[src/rtl/vga_fb_fetch_ctrl.sv]
// Framebuffer fetch scheduler: walks the framebuffer once per frame as single-outstanding
// AXI4 INCR read bursts, throttled on pixel-FIFO free space, and pushes beats into the FIFO.
module vga_fb_fetch_ctrl #(
    parameter int ADDR_WIDTH = 32,
    parameter int DATA_WIDTH = 32,
    parameter int LVL_WIDTH  = 10
) (
    input  logic                  clk_i,
    input  logic                  rst_i,
    input  logic                  en_i,
    input  logic                  frame_start_i,
    input  logic [ADDR_WIDTH-1:0] fbstart_i,
    input  logic [31:0]           fbsize_i,
    input  logic [7:0]            brulen_i,
    input  logic [LVL_WIDTH-1:0]  fifo_free_i,
    output logic                  arvalid_o,
    input  logic                  arready_i,
    output logic [ADDR_WIDTH-1:0] araddr_o,
    output logic [7:0]            arlen_o,
    input  logic                  rvalid_i,
    output logic                  rready_o,
    input  logic [DATA_WIDTH-1:0] rdata_i,
    input  logic [1:0]            rresp_i,
    input  logic                  rlast_i,
    output logic                  push_o,
    output logic [DATA_WIDTH-1:0] push_data_o,
    output logic                  busy_o,
    output logic                  frame_done_o,
    output logic                  err_o,
    output logic                  late_o
);

    typedef enum logic [2:0] {
        ST_IDLE,
        ST_WAIT_SPACE,
        ST_ADDR,
        ST_DATA,
        ST_DONE
    } state_t;

    localparam int CMP_WIDTH = (LVL_WIDTH > 9) ? LVL_WIDTH : 9;

    state_t                state;
    logic [ADDR_WIDTH-1:0] cur_addr;
    logic [29:0]           rem_words;
    logic [8:0]            blen;
    logic [8:0]            burst_len;
    logic [7:0]            arlen_q;
    logic [7:0]            beat_cnt;
    logic                  err_q;
    logic                  drain;
    logic                  restart_pending;

    // Values taken on a frame latch (fresh start or restart).
    logic [ADDR_WIDTH-1:0] lat_addr;
    logic [29:0]           lat_rem;
    logic [8:0]            lat_blen;
    state_t                lat_state;

    assign lat_addr  = {fbstart_i[ADDR_WIDTH-1:2], 2'b00};
    assign lat_rem   = fbsize_i[31:2];
    assign lat_blen  = {1'b0, brulen_i} + 9'd1;
    assign lat_state = (lat_rem == '0) ? ST_DONE : ST_WAIT_SPACE;

    // Byte-offset bits are don't-care; the name keeps them out of unused-signal reports.
    logic unused_low_bits;
    assign unused_low_bits = ^{fbstart_i[1:0], fbsize_i[1:0]};

    // Burst size: the smallest of the programmed length, remaining words and words left in the 4 KB page.
    logic [10:0] page_words;
    logic [29:0] rem_or_blen;
    logic [8:0]  burst_calc;

    assign page_words  = 11'd1024 - {1'b0, cur_addr[11:2]};
    assign rem_or_blen = (rem_words < {21'd0, blen}) ? rem_words : {21'd0, blen};
    assign burst_calc  = (rem_or_blen < {19'd0, page_words}) ? rem_or_blen[8:0] : page_words[8:0];

    logic [CMP_WIDTH-1:0] free_ext;
    logic [CMP_WIDTH-1:0] need_ext;
    logic                 space_ok;

    assign free_ext = CMP_WIDTH'(fifo_free_i);
    assign need_ext = CMP_WIDTH'(burst_calc);
    assign space_ok = (free_ext >= need_ext);

    logic                  beat;
    logic                  last_beat;
    logic                  xfer_end;
    logic                  late;
    logic                  restart_now;
    logic [ADDR_WIDTH-1:0] addr_step;
    logic [29:0]           rem_left;

    assign beat        = (state == ST_DATA) && rvalid_i;
    assign last_beat   = ({1'b0, beat_cnt} == (burst_len - 9'd1));
    // The AXI transaction itself only ends on rlast, even after a late-rlast drain.
    assign xfer_end    = beat && rlast_i;
    assign late        = frame_start_i && en_i && busy_o;
    assign restart_now = restart_pending || late;
    assign addr_step   = ADDR_WIDTH'({burst_len, 2'b00});
    assign rem_left    = drain ? rem_words : (rem_words - {21'd0, burst_len});

    assign busy_o       = (state == ST_WAIT_SPACE) || (state == ST_ADDR) || (state == ST_DATA);
    assign arvalid_o    = (state == ST_ADDR);
    assign araddr_o     = cur_addr;
    assign arlen_o      = arlen_q;
    assign rready_o     = (state == ST_DATA);
    assign push_o       = beat && !drain;
    assign push_data_o  = push_o ? rdata_i : '0;
    assign frame_done_o = (state == ST_DONE);
    assign err_o        = err_q;
    assign late_o       = late;

    // NOTE: reset is synchronous, so it lives inside the clocked block; later assignments
    // in the same branch win, which is how a restart latch overrides burst accounting.
    always_ff @(posedge clk_i) begin
        if (rst_i) begin
            state           <= ST_IDLE;
            cur_addr        <= '0;
            rem_words       <= '0;
            blen            <= '0;
            burst_len       <= '0;
            arlen_q         <= '0;
            beat_cnt        <= '0;
            err_q           <= 1'b0;
            drain           <= 1'b0;
            restart_pending <= 1'b0;
        end else begin
            case (state)
                ST_IDLE: begin
                    if (frame_start_i && en_i) begin
                        cur_addr  <= lat_addr;
                        rem_words <= lat_rem;
                        blen      <= lat_blen;
                        err_q     <= 1'b0;
                        state     <= lat_state;
                    end
                end

                ST_WAIT_SPACE: begin
                    if (!en_i) begin
                        state <= ST_IDLE;
                    end else if (frame_start_i) begin
                        cur_addr  <= lat_addr;
                        rem_words <= lat_rem;
                        blen      <= lat_blen;
                        err_q     <= 1'b0;
                        state     <= lat_state;
                    end else if (space_ok) begin
                        burst_len <= burst_calc;
                        arlen_q   <= 8'(burst_calc - 9'd1);
                        state     <= ST_ADDR;
                    end
                end

                ST_ADDR: begin
                    if (late) begin
                        restart_pending <= 1'b1;
                    end
                    if (arready_i) begin
                        beat_cnt <= '0;
                        drain    <= 1'b0;
                        state    <= ST_DATA;
                    end
                end

                ST_DATA: begin
                    if (late) begin
                        restart_pending <= 1'b1;
                    end
                    if (beat) begin
                        if (rresp_i != 2'b00) begin
                            err_q <= 1'b1;
                        end
                        if (!drain) begin
                            if (rlast_i || last_beat) begin
                                cur_addr  <= cur_addr + addr_step;
                                rem_words <= rem_words - {21'd0, burst_len};
                                if (rlast_i != last_beat) begin
                                    err_q <= 1'b1;
                                end
                                if (!rlast_i) begin
                                    drain <= 1'b1;
                                end
                            end else begin
                                beat_cnt <= beat_cnt + 8'd1;
                            end
                        end
                        if (xfer_end) begin
                            drain           <= 1'b0;
                            restart_pending <= 1'b0;
                            if (!en_i) begin
                                state <= ST_IDLE;
                            end else if (restart_now) begin
                                cur_addr  <= lat_addr;
                                rem_words <= lat_rem;
                                blen      <= lat_blen;
                                err_q     <= 1'b0;
                                state     <= lat_state;
                            end else begin
                                state <= (rem_left == '0) ? ST_DONE : ST_WAIT_SPACE;
                            end
                        end
                    end
                end

                ST_DONE: begin
                    state <= ST_IDLE;
                end

                default: begin
                    state <= ST_IDLE;
                end
            endcase
        end
    end

endmodule

[config.mk]
export PLATFORM = sky130hd
export DESIGN_NAME = vga_fb_fetch_ctrl
export DESIGN_NICKNAME = d
export VERILOG_FILES = /design/src/rtl/vga_fb_fetch_ctrl.sv
export SDC_FILE = /design/constraint.sdc
export NUM_CORES = 1
export LEC_CHECK = 0
export CORE_UTILIZATION = 45
export CTS_BUF_LIST = sky130_fd_sc_hd__clkbuf_8 sky130_fd_sc_hd__clkbuf_16
export CTS_CLUSTER_DIAMETER = 60
export DETAILED_ROUTE_END_ITERATION = 8
export GPL_TIMING_DRIVEN = 0
export PLACE_DENSITY_LB_ADDON = 0.1
export SLEW_MARGIN = 0
export SYNTH_ARGS = -nofsm -noshare
export SYNTH_HDL_FRONTEND = slang
export SYNTH_SLANG_ARGS = --single-unit
[constraint.sdc]
create_clock -name clk_i -period 7.4 [get_ports clk_i]
set_input_delay 0.74 -clock clk_i [delete_from_list [all_inputs] [get_ports clk_i]]
set_output_delay 0.74 -clock clk_i [all_outputs]
set_load 0.01 [all_outputs]
== Word level (Yosys, flattened, before mapping) ==
Index checks and enable logic that the tools add are counted.
Word-level totals
  input port bits: 123
  output and inout bits: 79
  flip-flop bits (word level): 102
  word-level logic and storage cells: 132
Cells by class
  bitwise operators: 1
  multiplexer cells: 72
  reduce and logical (&&, ||, !) cells: 22
  add/sub/neg operators: 7
  equal/unequal tests: 17
  $lt $le $gt $ge: 3
Operators by type and width (number)
  two-way mux 30 bit: 11
  two-way mux 32 bit: 10
  case mux 32 bit (3 select lines): 1
  case mux 30 bit (3 select lines): 1
  two-way mux 9 bit: 8
  logical NOT 30 bit: 2
  two-way mux 3 bit: 11
  adder 32 x 11 -> 32 bit: 1
  two-way mux 8 bit: 4
  < comparator 30 x 11 -> 1 bit: 1
  < comparator 30 x 9 -> 1 bit: 1
  subtractor 30 x 9 -> 30 bit: 1
  case mux 9 bit (3 select lines): 1
  two-way mux 1 bit: 20
  case mux 8 bit (2 select lines): 1
  AND reduction 5 bit: 3
  != test 2 bit, second input constant: 6
  case mux 3 bit (4 select lines): 1
  subtractor 11 x 10 -> 11 bit, first input constant: 1
  greater-or-equal comparator 10 x 9 -> 1 bit: 1
  adder 8 x 1 -> 9 bit, second input constant: 1
  == test 8 x 9 -> 1 bit: 1
  subtractor 9 x 1 -> 9 bit, second input constant: 1
  adder 8 x 1 -> 8 bit, second input constant: 1
  other kinds (19): 32

== Depth between registers and ports, before layout ==
Gate-level depths: netlist of the first run.
  word-level depth: 11
  depth in mapped cells: 26
  gate-level depth less buffers: 24

== Worst setup path after synthesis of the first run ==
Ideal clock, no wire load.
  path type: register to register
  from: register rem_words[17]
  to: register arlen_q[4], in the netlist arlen_o[4]
  arrival time: 5.948 ns
  cell stages (with the launch flop): 24
  clock period less this slack: 6.064 ns
  buffers on the path: 3
  slack: 1.336 ns
  data required time: 7.284 ns
  setup time: 0.116 ns
  cells stage by stage: dfxtp_1 > or4_4 > or3_1 > buf_2 > or3_4 > o21bai_4 > mux2_2 > ha_1 > a21o_1 > a21oi_1 > o21ai_0 > or4_1 > o31ai_4 > buf_6 > mux2i_1 > ha_1 > o21a_1 > o21ai_0 > a21oi_1 > o31ai_1 > a211oi_1 > clkbuf_1 > o32ai_1 > a41o_1
On the way
  longest elaborated chain between the ends: 6
  elaborated cells on any way between the ends: 7
  classes of those cells: add/sub (1); order compare (3); mux (2); reduce/logical (1)
RTL lines
  start: declaration: RTL line 45  | logic [29:0] rem_words;
  start signal: assignment: RTL line 133  | rem_words <= lat_rem;
  start signal: assignment: RTL line 145  | rem_words <= lat_rem;
  start signal: assignment: RTL line 178  | rem_words <= rem_words - {21'd0, burst_len};
  < comparator 30 x 9 -> 1 bit: RTL line 75  | assign rem_or_blen = (rem_words < {21'd0, blen}) ? rem_words : {21'd0, blen};
  two-way mux 30 bit (*): RTL line 75
  < comparator 30 x 11 -> 1 bit: RTL line 76  | assign burst_calc = (rem_or_blen < {19'd0, page_words}) ? rem_or_blen[8:0] : page_words[8:0];
  two-way mux 9 bit (*): RTL line 76
  greater-or-equal comparator 10 x 9 -> 1 bit: RTL line 84  | assign space_ok = (free_ext >= need_ext);
  AND reduction 4 bit (no line)
  end signal: assignment: RTL line 151  | arlen_q <= 8'(burst_calc - 9'd1);
  end: declaration: RTL line 48  | logic [7:0] arlen_q;
Every way passes the cells marked *; elsewhere a longest branch is shown, timed or not.
A chain may end at the register's enable or synchronous reset.

== Worst setup path after layout of the first run ==
Same ends and word-level chain as after synthesis.

==> impl_metrics.yaml, run 1 <==
timing:
  min_period_over_period: 0.941
  slew_violations: 0
  hold_viol: 0
  rsz0062_at_grt: "no"
  min_period_ps: 6960
  maxSlewHeadroom: 0.125
  finalSetupViolCount: 0
  fmax_mhz: 144
  worst_slew_pin_slew_ps: 1290
  finalHoldWorstSlack_ps: 487
  fin_setup_tns_ps: 0
  clock-skew-final_ps: 9.89
worst_setup_path:
  cpPeakStageDelay_ps: 600
  cp.required_ps: 7720
  worstPathMaxFanout: 10
  path_buf_inv: 3
  ff2ff_path_depth: 23
  crit_arrival_ps: 7280
  reg2reg_from: "rem_words[17]"
  worst_setup_path_end_kind: "flip-flop"
  start_kind: "flip-flop"
  crit_path_start: "rem_words[17]"
  rrSetupSlack_ps: 440
  crit_family: "compound AO/OA/AOI/OAI gates"
  path_cells: "or4_4 -> or3_1 -> buf_2 -> or3_4 -> o21bai_4 -> mux2_2 -> ha_1 -> a21o_1 -> a21oi_1 -> o21ai_0 -> or4_1 -> o31ai_4 -> buf_6 -> mux2i_1 -> ha_1 -> o21a_1 -> o21ai_0 -> a21oi_1 -> o31ai_1 -> a211oi_2 -> clkbuf_1 -> o32ai_1 -> a41o_1"
  r2r-end: "arlen_o[4]"
  critical_path_class: "flip-flop to flip-flop"
  critPathSlowestCell: "or4_4"
cts:
  ctsHoldBuffers: 0
  numCtsBuffers: 9
  cts.sinks: 100
  clk_latency_ps: 370
  clk_pin_slew_ps: 80
  cts_buffer_depth: 2
  cts-root-buf: "clkbuf_16"
  cts_tree: "built"
  ctsHtreeMaxLevel: 3
layout:
  area_growth_pct: 31.0
  antenna_cells: 0
  final_cells: 1573
  final_layout_size_suffix_gt1_frac: 0.0372
  final_nets: 1516
  fin_util: 0.600
  fill_cells: 1725
power_and_ir_drop:
  internal_power_uw: 1300
  combPwrFrac: 0.484
  p_total_uw: 2280
  p_sw_frac: 0.430
  clockPowerShare: 0.218
  seqPwrFrac: 0.298
  p_leak_uw: 0.00412
  ir_drop_mv: 0.148
  power_density_nw_per_um2: 211
  p_sw_uw: 978
min_path:
  worstHoldStart: "araddr_o[27]"
  hp-class: "flip-flop to flip-flop"
  holdPathEnd: "araddr_o[27]"
  holdPathStages: 1
synth:
  syn-cell-area_um2: 8230
  synth_seq_cells: 100
  postSynthCellCount: 1130
  synth-xor-area-share: 0.0628
  postSynthAreaPerCell_um2: 7.28
  synth_top_family_by_area: "simple AND/OR/NAND/NOR gates"
  synth_compound_area_frac: 0.246
  ys_warn_count: 0
  synthMuxAreaShare: 0.0333
  synth-edff-count: 0
  ys_async_sr_fraction: 0
  synthDistinctLibCells: 76
  synth-adder-area-share: 0.0839
  ys_seq_area_frac: 0.243
  synth_simple_gate_area_share: 0.272
  yosys_most_used_dff: "dfxtp_1"
placed_design:
  dpl.hpwl_mm: 24.6
  io_buffers: 195
  gp_congestion: 0.966
  dp.cells: 1557
routing:
  wirelength_mm: 31.9
  drtIter0Drc: 1041
  wl_per_cell_um: 20.3
  drtAntennaViolNets: 0
  via_per_inst: 6.05
  drt-pass1-iter-count: 5
  drc: 0
  vias: 9517
floorplan:
  io_pins: 202
  num_rows: 49
  die-area_um2: 18800
  die_w_um: 137
  coreArea_um2: 18000
  die_h_um: 137
  start_util: 0.458
global_route:
  grt_pass1_vias: 8663
  grt_usage: 0.342
  grt_overflow: 0
  grt_max_degree: 19
  grt_pass1_wl_mm: 48.7
  antenna_found_initial: 0
outcome:
  status: "finished, final reports clean"
flow_run:
  maxCapViolations: 0
## sequential cells by signal, indices dropped and copies added (netlist names)
register	cells
beat_cnt	8
rem_words	30
restart_pending	1
drain	1
state	3
blen	9
arlen_o	8
araddr_o	30
err_o	1
burst_len	9
## layout make-up
type	instances	area, um^2	area share
multi-input combinational	914	5770	0.535
sequential	100	2000	0.186
timing repair buffer	195	1950	0.181
tap	229	287	0.0266
buffer	64	269	0.0250
clock buffer	10	239	0.0222
inverter	55	206	0.0192
clock inverter	6	55.1	0.00511
## Yosys cell counts, types with 5 or more instances
master / n / share of area
o211ai_1: 5 / 0.0046
a21o_1: 6 / 0.0055
clkbuf_1: 50 / 0.023
o21ai_0: 65 / 0.040
mux2_2: 7 / 0.0096
nand2b_1: 7 / 0.0053
mux2i_1: 18 / 0.022
and2_1: 42 / 0.032
nor4_1: 29 / 0.022
a31oi_1: 12 / 0.0091
buf_1: 7 / 0.0032
and3_1: 11 / 0.0084
o31ai_1: 8 / 0.0073
o22ai_1: 21 / 0.016
nand3_1: 42 / 0.026
nor3_1: 39 / 0.024
nand4_1: 13 / 0.0099
ha_1: 52 / 0.079
nor2_1: 127 / 0.058
nor2b_1: 6 / 0.0046
xor2_1: 29 / 0.031
inv_1: 55 / 0.025
xnor2_1: 30 / 0.032
dfxtp_1: 100 / 0.24
or4_1: 9 / 0.0082
or3_1: 14 / 0.011
a21oi_1: 90 / 0.055
or2_2: 5 / 0.0038
a22oi_1: 7 / 0.0064
o21a_1: 6 / 0.0055
o221ai_1: 8 / 0.0085
a211oi_1: 35 / 0.032
nand2_1: 100 / 0.046
## cells by family after synthesis
logic type / Yosys count
and+or+nand+nor: 458
AOI/OAI and AO/OA: 313
buffers and inverters: 119
DFF: 100
xor gates and xnor gates: 59
adders and majority gates: 54
muxes: 26
other: 1
## worst max-delay path by stage
stage,to,cells past startpoint
after global placement,arlen_o[4],23
after detailed placement,burst_len[0],23
after CTS,burst_len[0],23
after global routing,arlen_o[4],23
after floorplan,arlen_o[4],23
final,arlen_o[4],23
## metal layers
layer / vias up / track usage / wire length, um
li1: 4527 / - / -
met5: - / 0 / 0
met2: 491 / 0.546 / 14300
met1: 4420 / 0.459 / 13500
met3: 79 / 0.0486 / 2840
met4: 0 / 0.145 / 1260
## worst reg2reg max path, cell delays in order (launching register included)
cell and delay [ps]:
dfxtp_1 400, or4_4 600, or3_1 370, buf_2 190
or3_4 420, o21bai_4 240, mux2_2 340, ha_1 320
a21o_1 160, a21oi_1 130, o21ai_0 110, or4_1 530
o31ai_4 270, buf_6 200, mux2i_1 470, ha_1 320
o21a_1 160, o21ai_0 130, a21oi_1 60, o31ai_1 470
a211oi_2 240, clkbuf_1 330, o32ai_1 310, a41o_1 120
## layout by cell type (no fill, tap or decap), drive strengths merged, types with 5 or more instances in the layout
master         instances
clkbuf                60
a22oi                  7
dfxtp                100
nand2                100
o211ai                 5
o21a                   6
nor2b                  6
mux2                   8
or2                    5
o22ai                 21
o31ai                  9
o21ai                 66
buf                   14
and2                  42
nand4                 13
a31oi                 12
inv                   58
xnor2                 30
clkdlybuf4s50        195
o221ai                 8
or3                   15
nand2b                 7
or4                   10
a211oi                35
nor3                  40
nor4                  29
mux2i                 18
and3                  11
nor2                 128
a21oi                 92
a21o                   6
ha                    52
nand3                 42
xor2                  29
## power groups by stage
stage	registers [uW]	clock network (uW)	logic (uW)
final	678	497	1100
after global placement	685	0	1060
after global routing	684	515	1210
after CTS	673	496	1080
after detailed placement	685	0	1070
after floorplan	668	0	702
## per-stage QoR
step	setup slack, ps	instance area (um^2)
after global placement	439	10500
final	438	10800
after global routing	1.47	10800
after CTS	310	10800
after detailed placement	334	10500
after floorplan	1340	8240
## what timing repair did
item	4_1_cts	5_1_grt
resized for setup	0	1
endpoints found under the setup margin	0	13
setup buffers	0	0
(Power assumes the default switching activity.)
==> run 2, diff against run 1 <==
PLACE_DENSITY = 0.74   (was default)
PLACE_DENSITY_LB_ADDON = default   (was 0.1)
==> impl_metrics.yaml, run 2 (same netlist as run 1, synthesis figures left out) <==
outcome:
  status: "finished, final reports clean"
power_and_ir_drop:
  power_density_nw_per_um2: 209
  ir_drop_mv: 0.159
  p_leak_uw: 0.00411
worst_setup_path:
  critical_path_class: "flip-flop to flip-flop"
  cpPeakStageDelay_ps: 600
  reg2reg_from: "rem_words[17]"
  path_cells: "or4_4 -> or3_1 -> buf_2 -> or3_4 -> o21bai_4 -> mux2_2 -> ha_1 -> a21o_1 -> a21oi_1 -> o21ai_0 -> or4_1 -> o31ai_4 -> buf_6 -> mux2i_1 -> ha_1 -> o21a_1 -> o21ai_0 -> a21oi_1 -> o31ai_1 -> a211oi_2 -> clkbuf_1 -> o32ai_1 -> a41o_1"
  critPathSlowestCell: "or4_4"
  crit_family: "compound AO/OA/AOI/OAI gates"
  path_buf_inv: 3
  worst_setup_path_end_kind: "flip-flop"
  crit_arrival_ps: 7310
  worstPathMaxFanout: 10
  start_kind: "flip-flop"
  crit_path_start: "rem_words[17]"
  cp.required_ps: 7710
timing:
  min_period_over_period: 0.946
  maxSlewHeadroom: 0.193
  finalHoldWorstSlack_ps: 495
  finalSetupViolCount: 0
  fmax_mhz: 143
  min_period_ps: 7000
  clock-skew-final_ps: 15.6
  fin_setup_tns_ps: 0
  rsz0062_at_grt: "no"
  slew_violations: 0
  hold_viol: 0
  worst_slew_pin_slew_ps: 1190
cts:
  cts-root-buf: "clkbuf_16"
  cts_setup_buffers: 0
  ctsHtreeMaxLevel: 3
  cts.sinks: 100
  numCtsBuffers: 9
  clk_pin_slew_ps: 80
  cts_tree: "built"
  cts_buffer_depth: 2
  ctsHoldBuffers: 0
  ctsResizeCount: 0
  clk_latency_ps: 370
layout:
  final_cells: 1573
  final_layout_size_suffix_gt1_frac: 0.0372
  final_cell_mix: "clkdlybuf4s50_1, nor2_1, nand2_1, dfxtp_1, a21oi_1"
  area_growth_pct: 30.8
  fill_cells: 1663
  mostFrequentLayoutCell: "clkdlybuf4s50_1"
  antenna_cells: 0
  multiInputGateArea_um2: 5770
  seqCellArea_um2: 2000
  final_nets: 1516
routing:
  wirelength_mm: 31.5
  wl_per_cell_um: 20.1
  drtAntennaViolNets: 0
  drc: 0
  drtIter0Drc: 990
  via_per_inst: 6.09
  vias: 9574
  drt-pass1-iter-count: 5
floorplan:
  coreArea_um2: 18000
  die_w_um: 137
  start_util: 0.458
  io_pins: 202
  num_rows: 49
  die-area_um2: 18800
  die_h_um: 137
flow_run:
  maxCapViolations: 0
global_route:
  grt_pass1_wl_mm: 47.9
  grt_pass1_vias: 8714
  grt_overflow: 0
  antenna_found_initial: 0
  grt_max_degree: 19
  grt_usage: 0.335
placed_design:
  io_buffers: 195
  dp.cells: 1557
  gp_congestion: 0.987
  dpl.hpwl_mm: 24.5
min_path:
  worstHoldStart: "blen[8]"
  hp-class: "flip-flop to flip-flop"
[run 2: path summary, 6_finish.rpt]
check | to | slack, ps | cells after the start
worst max register to register | arlen_o[4] | 400 | 23
worst min-delay path | blen[8] | 500 | 2
worst max-delay path | arlen_o[4] | 400 | 23
worst min register to register | blen[8] | 500 | 2
[run 2: power breakdown]
part | switching (uW) | internal (uW) | leakage, uW
Sequential | 81.5 | 594 | 0.000819
Clock | 246 | 234 | 0.000138
Combinational | 631 | 459 | 0.00316
[run 2: area by class of cell]
| cell class | count | area share |
|---|---|---|
| multi-input combinational | 914 | 0.536 |
| tap | 229 | 0.0266 |
| inverter | 55 | 0.0192 |
| sequential | 100 | 0.186 |
| clock inverter | 7 | 0.00523 |
| timing repair buffer | 195 | 0.181 |
| buffer | 64 | 0.0250 |
| clock buffer | 9 | 0.0209 |
[run 2: per-stage QoR]
stage | power, uW | worst slack [ps] | util | cell area [um^2]
floorplan | 1370 | 1340 | - | 8240
global placement | 1730 | 343 | 0.583 | 10500
detailed placement | 1750 | 349 | 0.583 | 10500
CTS | 2230 | 309 | 0.599 | 10800
global route | 2370 | 32.8 | 0.599 | 10800
finish | 2250 | 400 | 0.599 | 10800
[run 2: worst min-delay path: stages, from the launching register on]
cell and delay, ps:
dfxtp_1 340, nand2_1 60, a21oi_1 50
[run 2: per-layer routing]
| metal | up-vias | global-route usage | wire length [um] |
|---|---|---|---|
| met3 | 92 | 0.0489 | 3050 |
| li1 | 4539 | - | - |
| met1 | 4377 | 0.460 | 13400 |
| met4 | 0 | 0.171 | 1460 |
| met2 | 566 | 0.507 | 13700 |
| met5 | - | 0 | 0 |
==> run 3, diff against run 2 <==
DONT_BUFFER_PORTS = 1   (was default)
PLACE_DENSITY = default   (was 0.74)
==> impl_metrics.yaml, run 3 (same netlist as run 1, synthesis figures left out) <==
timing:
  slew_violations: 0
  min_period_over_period: 0.960
  finalSetupViolCount: 0
  min_period_ps: 7100
  fin_setup_tns_ps: 0
  rsz0062_at_grt: "no"
  clock-skew-final_ps: 17.0
  worst_slew_pin_slew_ps: 1250
  hold_viol: 0
  maxSlewHeadroom: 0.151
  fmax_mhz: 141
cts:
  cts_setup_buffers: 0
  cts_tree: "built"
  cts.sinks: 100
  cts-root-buf: "clkbuf_16"
  numCtsBuffers: 9
  ctsHtreeMaxLevel: 3
  clk_pin_slew_ps: 80
  cts_buffer_depth: 2
  clk_latency_ps: 380
layout:
  design_area_um2: 8880
  final_layout_size_suffix_gt1_frac: 0.0426
  final_nets: 1321
  mostFrequentLayoutCell: "nor2_1"
  area_growth_pct: 7.86
  final_cell_mix: "nor2_1, nand2_1, dfxtp_1, a21oi_1, o21ai_0"
power_and_ir_drop:
  ir_drop_mv: 0.151
  power_density_nw_per_um2: 248
  p_leak_uw: 0.00342
min_path:
  hp-class: "input pin to flip-flop"
global_route:
  grt_overflow: 0
  grt_usage: 0.325
  grt_pass1_wl_mm: 45.8
  antenna_found_initial: 2
  grt_pass1_vias: 8023
  grt_max_degree: 17
floorplan:
  num_rows: 49
  die_w_um: 137
  start_util: 0.458
  coreArea_um2: 18000
  die-area_um2: 18800
  io_pins: 202
  die_h_um: 137
worst_setup_path:
  worstPathMaxFanout: 10
  worst_setup_path_end_kind: "flip-flop"
  start_kind: "flip-flop"
  critical_path_class: "flip-flop to flip-flop"
  crit_arrival_ps: 7410
  cp.required_ps: 7710
  rrSetupSlack_ps: 300
routing:
  wl_per_cell_um: 22.1
  via_per_inst: 6.26
  wirelength_mm: 30.5
  drtAntennaViolNets: 0
  drc: 0
  vias: 8639
  drt-pass1-iter-count: 5
  drtIter0Drc: 859
placed_design:
  dpl.hpwl_mm: 23.6
  gp_congestion: 0.953
  placed_cell_area_um2: 8530
  io_buffers: 0
flow_run:
  maxCapViolations: 0
outcome:
  status: "finished, final reports clean"
==> run 3: cell count changes in the layout (fill, tap and decap cells not counted) <==
cell,previous run,this run
bufinv_16,0,3
inv_6,5,0
diode_2,0,1
clkinv_4,0,2
inv_1,55,56
clkdlybuf4s50_1,195,0
clkinvlp_4,1,0
==> run 3: final cells by class <==
type	instances	area [um^2]
inverter	55	206
fill	1875	9090
multi-input combinational	914	5770
antenna	1	2.50
clock buffer	9	225
sequential	100	2000
buffer	64	269
tap	229	287
clock inverter	7	116
==> run 3: worst max-delay path, stage by stage (launching register included) <==
cell and delay (ps):
dfxtp_1 410, or4_4 610, or3_1 370, buf_2 170
or3_4 400, o21bai_4 240, mux2_2 360, ha_1 320
a21o_1 160, a21oi_1 140, o21ai_0 140, or4_1 530
o31ai_4 260, buf_6 200, mux2i_1 460, ha_1 320
o21a_1 160, o21ai_0 130, a21oi_1 70, o31ai_1 510
a211oi_2 260, clkbuf_1 350, o32ai_1 330, a41o_1 120
==> run 3: power breakdown <==
part,leakage [uW],internal (uW),switching [uW]
registers,0.000819,594,97.2
clock network,0.000171,331,238
logic,0.00243,352,592
total,0.00342,1280,927
==> run 3: per-stage QoR <==
stage	instances	total power, uW	util	setup WS [ps]	hold slack [ps]
2_1_floorplan	1133	1370	-	1340	441
3_3_place_gp	1362	1620	0.475	302	478
3_5_place_dp	1362	1620	0.475	271	479
4_1_cts	1378	2190	0.494	239	456
5_1_grt	1379	2340	0.494	174	464
6_report	1379	2200	0.494	297	465
==> run 3: timing repair <==
item,4_1_cts,5_1_grt
gates resized for setup,0,1
endpoints found under the setup margin,0,3
hold buffers,0,0
==> run 3: path summary, 6_finish.rpt <==
| kind | start | to | cells past startpoint |
|---|---|---|---|
| max | rem_words[17] | arlen_o[4] | 23 |
| min | brulen_i[0] | blen[0] | 1 |
| max reg2reg | rem_words[17] | arlen_o[4] | 23 |
| min reg2reg | blen[1] | blen[1] | 2 |
==> run 3: per-layer routing <==
layer	vias to the layer above	part of all wire	global-route usage
li1	4142	-	-
met1	4004	0.42	0.411
met2	432	0.45	0.521
met3	61	0.10	0.0887
met4	0	0.034	0.133
met5	-	0	0
==> RTL change 1: new RTL, config.mk and constraints of run 1 <==
Encoding of `state_t`: now Gray code (3 bits for 5 states).
--- a/src/rtl/vga_fb_fetch_ctrl.sv
+++ b/src/rtl/vga_fb_fetch_ctrl.sv
@@ -32,9 +32,9 @@
 
     typedef enum logic [2:0] {
-        ST_IDLE,
-        ST_WAIT_SPACE,
-        ST_ADDR,
-        ST_DATA,
-        ST_DONE
+        ST_IDLE       = 3'b000,
+        ST_WAIT_SPACE = 3'b001,
+        ST_ADDR       = 3'b011,
+        ST_DATA       = 3'b010,
+        ST_DONE       = 3'b110
     } state_t;
 
Behaviour: no difference found for any inputs over 4 cycles, from zero or initial values and one cycle with rst_i high; so few cycles prove little.
==> RTL change 1 against run 1 <==
- design area decreased by 2.0%
- total power decreased by 4.2%
- sequential power shrank 3.1%
- routed wire length shrank 5.6%
- synthesized area is 3.2% lower
- count of clock-buffer cells in the layout down 1
- core utilization up 1.0 points
- clock power is 5.6% higher
- sequential cell count unchanged
- global-route usage shrank 0.98 points
- first-iteration DRC count decreased by 14%
- combinational power down 9%
- setup slack better by 0.068 ns
- critical path type unchanged
- largest power group unchanged
- highest routed layer unchanged
==> RTL change 1: results (changes against run 1) <==
Place
  – Placed Cells: 1513 (was 1557)
  – HPWL Detailed: 23.1 mm (was 24.6 mm)
  – Area after DPL: 0.0102 mm^2 (was 0.0105 mm^2)
  – Post-Place Worst Slack: -0.524 ns (was 0.334 ns)

Timing
  – Final critical-path share of the clock period: 0.932 (was 0.941)
  – Worst-case hold slack: 0.460 ns (was 0.487 ns)
  – Tightest Pin Transition: 1.27 ns (was 1.29 ns)

Finish
  – Inverters: 48 (was 55)
  – Signal buffers share of area: 0.212 (was 0.206)
  – Multi-input combinational area share: 0.525 (was 0.535)
  – Layout cells sized above 1: 0.0345 (was 0.0372)
  – Non-clock buffers: 262 (was 259)
  – Final-layout fill cell count: 1673 (was 1725)
  – Clock network share of area: 0.0300 (was 0.0273)
  – Count of multi-input gates: 880 (was 914)
  – Finished Core Util: 0.611 (was 0.600)

Logic synthesis
  – Most frequent cells after synthesis: 149 x nor2_1, 100 x dfxtp_1, 78 x a21oi_1, 78 x nand2_1, 61 x o21ai_0 (was 127 x nor2_1, 100 x dfxtp_1, 100 x nand2_1)
  – Synth Area in Compound Gates: 0.254 (was 0.246)
  – Synth Area in Adders: 0.0867 (was 0.0839)
  – Mux share of post-synthesis cell area: 0.0256 (was 0.0333)
  – Distinct cell type count after synthesis: 74 (was 76)
  – Mapped Avg Cell Area: 7.31 um^2 (was 7.28 um^2)
  – Area contributors post-synth: dfxtp_1 25%, ha_1 8.2%, nor2_1 7.0% (was dfxtp_1 24%, ha_1 7.9%, nor2_1 5.8%)

Setup path
  – Worst reg-to-reg path cell count: 31 (was 23)
  – Crit-path max cell delay: 0.52 ns (was 0.60 ns)
  – Worst setup path end: arlen_o[6] (was arlen_o[4])

Routing
  – DR WL/cell: 19.7 um (was 20.3 um)
  – Via count: 9193 (was 9517)
  – DR WL met3: 2.87 mm (was 2.84 mm)
  – Met1 wire length: 12.4 mm (was 13.5 mm)
  – Met2 wire len: 13.6 mm (was 14.3 mm)

Power and ir drop
  – Static Leak: 4.00 nW (was 4.12 nW)
  – Switch share: 0.399 (was 0.430)

Global routing
  – GR Util met2: 0.536 (was 0.546)
  – Pin count of the biggest net entering global routing: 17 (was 19)
  – Global-route wire length before repair: 46.3 mm (was 48.7 mm)
  – Global-route usage over all layers: 0.333 (was 0.342)
  – Met3 Usage GRT: 0.0544 (was 0.0486)

Clocking
  – CTS resizes: 3 (was 0)

Hold path
  – Hold_sp: blen[8] (was araddr_o[27])
  – Hold path depth: 2 (was 1)

Run status
  – Status: complete, no violations (unchanged)
[RTL change 1: cell count changes after synthesis, moves of 8 or more]
cell | before | now
a211oi_1 | 35 | 47
a21oi_1 | 90 | 78
nand2_1 | 100 | 78
nand3_1 | 42 | 34
nor2_1 | 127 | 149
o221ai_1 | 8 | 0
or4_1 | 9 | 1
[RTL change 1: worst max-delay path: cells and delay by family, from the launching register on]
| family | cells | cell delay (ns) |
|---|---|---|
| AOI/OAI and AO/OA | 15 | 3.06 |
| adders and majority gates | 2 | 0.60 |
| buffers and inverters | 6 | 1.28 |
| DFF | 1 | 0.39 |
| and+or+nand+nor | 8 | 1.42 |
[RTL change 1: power groups by stage]
stage          combinational [mW]  clock (mW)  sequential [mW]
6_report                    0.998       0.525            0.657
5_1_grt                      1.09       0.543            0.663
4_1_cts                     0.978       0.527            0.654
3_5_place_dp                0.965           0            0.665
3_3_place_gp                0.955           0            0.666
2_1_floorplan               0.637           0            0.654
==> RTL change 2: new RTL, settings of run 1 <==
Made on the original files. `DATA_WIDTH`: 32 -> 24.
--- a/src/rtl/vga_fb_fetch_ctrl.sv
+++ b/src/rtl/vga_fb_fetch_ctrl.sv
@@ -3,5 +3,5 @@
 module vga_fb_fetch_ctrl #(
     parameter int ADDR_WIDTH = 32,
-    parameter int DATA_WIDTH = 32,
+    parameter int DATA_WIDTH = 24,
     parameter int LVL_WIDTH  = 10
 ) (
Interface: changed (resized push_data_o and rdata_i); port bits go from 202 to 186. No check against the original RTL was run, so the function may have changed too.
==> RTL change 2 against run 1 <==
- synthesized area is 0.79% lower
- sequential cell count stayed put
- routed wire length is 0.73% higher
- total power is 20% lower
- design area is 1.5% lower
- first-iteration DRC count is 11% lower
- combinational power is 37% lower
- non-clock buffer count is 11 lower
- synthesized cell count is 1.7% lower
- setup slack worse by 0.10 ns
- core utilization is 0.56 points higher
- clock power is 4% higher
- critical endpoint is now arlen_o[5]
- fmax is 1.5% lower
==> RTL change 2: results (changes against run 1) <==
Setup path
  – Critical-path maximum fanout: 10 (unchanged)
  – Crit-path max cell delay: 0.58 ns (was 0.60 ns)
  – CP max-delay cell: or4_4 (unchanged)
  – RR Startpoint: rem_words[11] (was rem_words[17])
  – Worst setup SP type: flip-flop (unchanged)
  – Arrival time at the worst endpoint: 7.33 ns (was 7.28 ns)

Clocking
  – Clock Tree Root: clkbuf_16 (unchanged)
  – H-tree Lvls: 3 (unchanged)
  – Clk buf depth: 2 (unchanged)
  – TritonCTS Buffers: 9 (unchanged)
  – Worst-path clk slew: 0.08 ns (about the same)
  – Clock Latency Late Sink: 0.37 ns (about the same)

Global routing
  – Global-route usage over all layers: 0.343 (was 0.342)
  – Pin count of the biggest net entering global routing: 18 (was 19)
  – Initial antenna violation count: 1 (was 0)
  – Vias in the first global route: 8637 (was 8663)
  – Global-route wire length before repair: 48.2 mm (was 48.7 mm)

Finish
  – # diodes: 0 (unchanged)
  – Layout cells sized above 1: 0.0427 (was 0.0372)
  – Nets: 1475 (was 1516)

Place
  – Port Buffers: 178 (was 195)
  – HPWL Detailed: 24.3 mm (was 24.6 mm)
  – Area after DPL: 0.0102 mm^2 (was 0.0105 mm^2)
  – RePlAce Congestion: 0.980 (was 0.966)

Timing
  – Final setup viols: 0 (unchanged)
  – Fin Clk Skew: 0.0143 ns (was 0.00989 ns)
  – Max-slew headroom: 0.362 (was 0.125)

Routing
  – Vias per cell: 6.22 (was 6.05)
  – Initial DRC count: 930 (was 1041)
  – DR pass1 iterations: 7 (was 5)
  – Routed wire length: 32.2 mm (was 31.9 mm)

Hold path
  – Worst hold path type: reg -> reg (unchanged)
  – Hold_sp: arlen_o[6] (was araddr_o[27])

Logic synthesis
  – Area contributors post-synth: dfxtp_1 25%, ha_1 8.0%, nor2_1 5.5% (was dfxtp_1 24%, ha_1 7.9%, nor2_1 5.8%)
  – Seq/Total Area, Yosys: 0.245 (was 0.243)
  – Post-synth top area share: 0.245 (was 0.243)
  – Most frequent cells after synthesis: 120 x nor2_1, 100 x dfxtp_1, 92 x nand2_1 (was 127 x nor2_1, 100 x dfxtp_1, 100 x nand2_1)
  – Syn. warnings: 0 (unchanged)
  – Async set or reset register ratio after synthesis: 0 (unchanged)
  – Distinct cell type count after synthesis: 82 (was 76)

Power and ir drop
  – VDD IR max: 115 uV (was 148 uV)
  – Static Leak: 3.92 nW (was 4.12 nW)
  – Int Power: 1.14 mW (was 1.30 mW)

Run status
  – Status: complete, no violations (unchanged)
## RTL change 2: cell count changes in the layout (fill, tap and decap cells not counted), moves of 8 or more
cell,delta
and2_1,-9
clkdlybuf4s50_1,-17
inv_1,-11
nand2_1,-8
nand4_1,+11
xor2_1,-11
## RTL change 2: area by class of cell
class,instances,area (um^2)
fill,1679,6920
multi-input combinational,900,5770
sequential,100,2000
timing repair buffer,181,1800
tap,225,282
buffer,67,278
clock buffer,10,239
inverter,47,176
clock inverter,6,71.3
## RTL change 2: path summary, 6_finish.rpt
check                             endpoint  slack (ns)  cells after the start
worst max register to register  arlen_o[5]        0.33                     28
worst min register to register  arlen_o[6]        0.46                      2
worst max-delay path            arlen_o[5]        0.33                     28
worst min-delay path            arlen_o[6]        0.46                      2
## RTL change 2: through the flow
step	std cells	power (mW)	setup slack (ns)	setup TNS, ns
6_report	1536	1.83	0.334	0
5_1_grt	1536	1.91	-0.0409	-0.155
4_1_cts	1533	1.80	0.115	0
3_5_place_dp	1517	1.29	-0.598	-5.22
3_3_place_gp	1517	1.28	-0.598	-4.84
2_1_floorplan	1114	1.04	0.948	0
## RTL change 2: cell families (layout without fill, tap and decap cells)
family | Yosys count | in the layout | share of synthesized area
flip-flops | 100 | 100 | 0.245
buffers and inverters | 114 | 311 | 0.0555
AND/OR/NAND/NOR | 458 | 458 | 0.282
adder cells (fa/ha/maj) | 54 | 54 | 0.0846
other | 1 | 4 | 0.000459
AO/OA/AOI/OAI | 322 | 322 | 0.262
XOR/XNOR | 44 | 44 | 0.0472
multiplexers | 18 | 18 | 0.0236
## RTL change 2: timing repair
action	in CTS	in global routing
endpoints found under the setup margin	17	18
resized for setup	4	5
setup buffers	0	3
pin swaps	0	1
## RTL change 2: routing by layer
| layer | global-route usage | vias up | wire length (um) |
|---|---|---|---|
| met5 | 0 | - | 13 |
| met4 | 0.151 | 2 | 1350 |
| met3 | 0.0596 | 93 | 2710 |
| met2 | 0.537 | 528 | 14200 |
| met1 | 0.459 | 4420 | 13900 |
| li1 | - | 4517 | - |
## RTL change 2: power groups by stage
stage	clock network [mW]	logic, mW	registers [mW]
4_1_cts	0.513	0.671	0.612
5_1_grt	0.534	0.756	0.618
3_3_place_gp	0	0.658	0.624
2_1_floorplan	0	0.424	0.617
6_report	0.515	0.697	0.614
3_5_place_dp	0	0.664	0.624
## RTL change 2: critical path: cells and delay by family (launching register included)
kind / cells / cell delay, ns
muxes: 1 / 0.39
buffers and inverters: 7 / 1.32
DFF: 1 / 0.30
adders and majority gates: 2 / 0.62
and+or+nand+nor: 7 / 1.81
AOI/OAI and AO/OA: 11 / 2.51
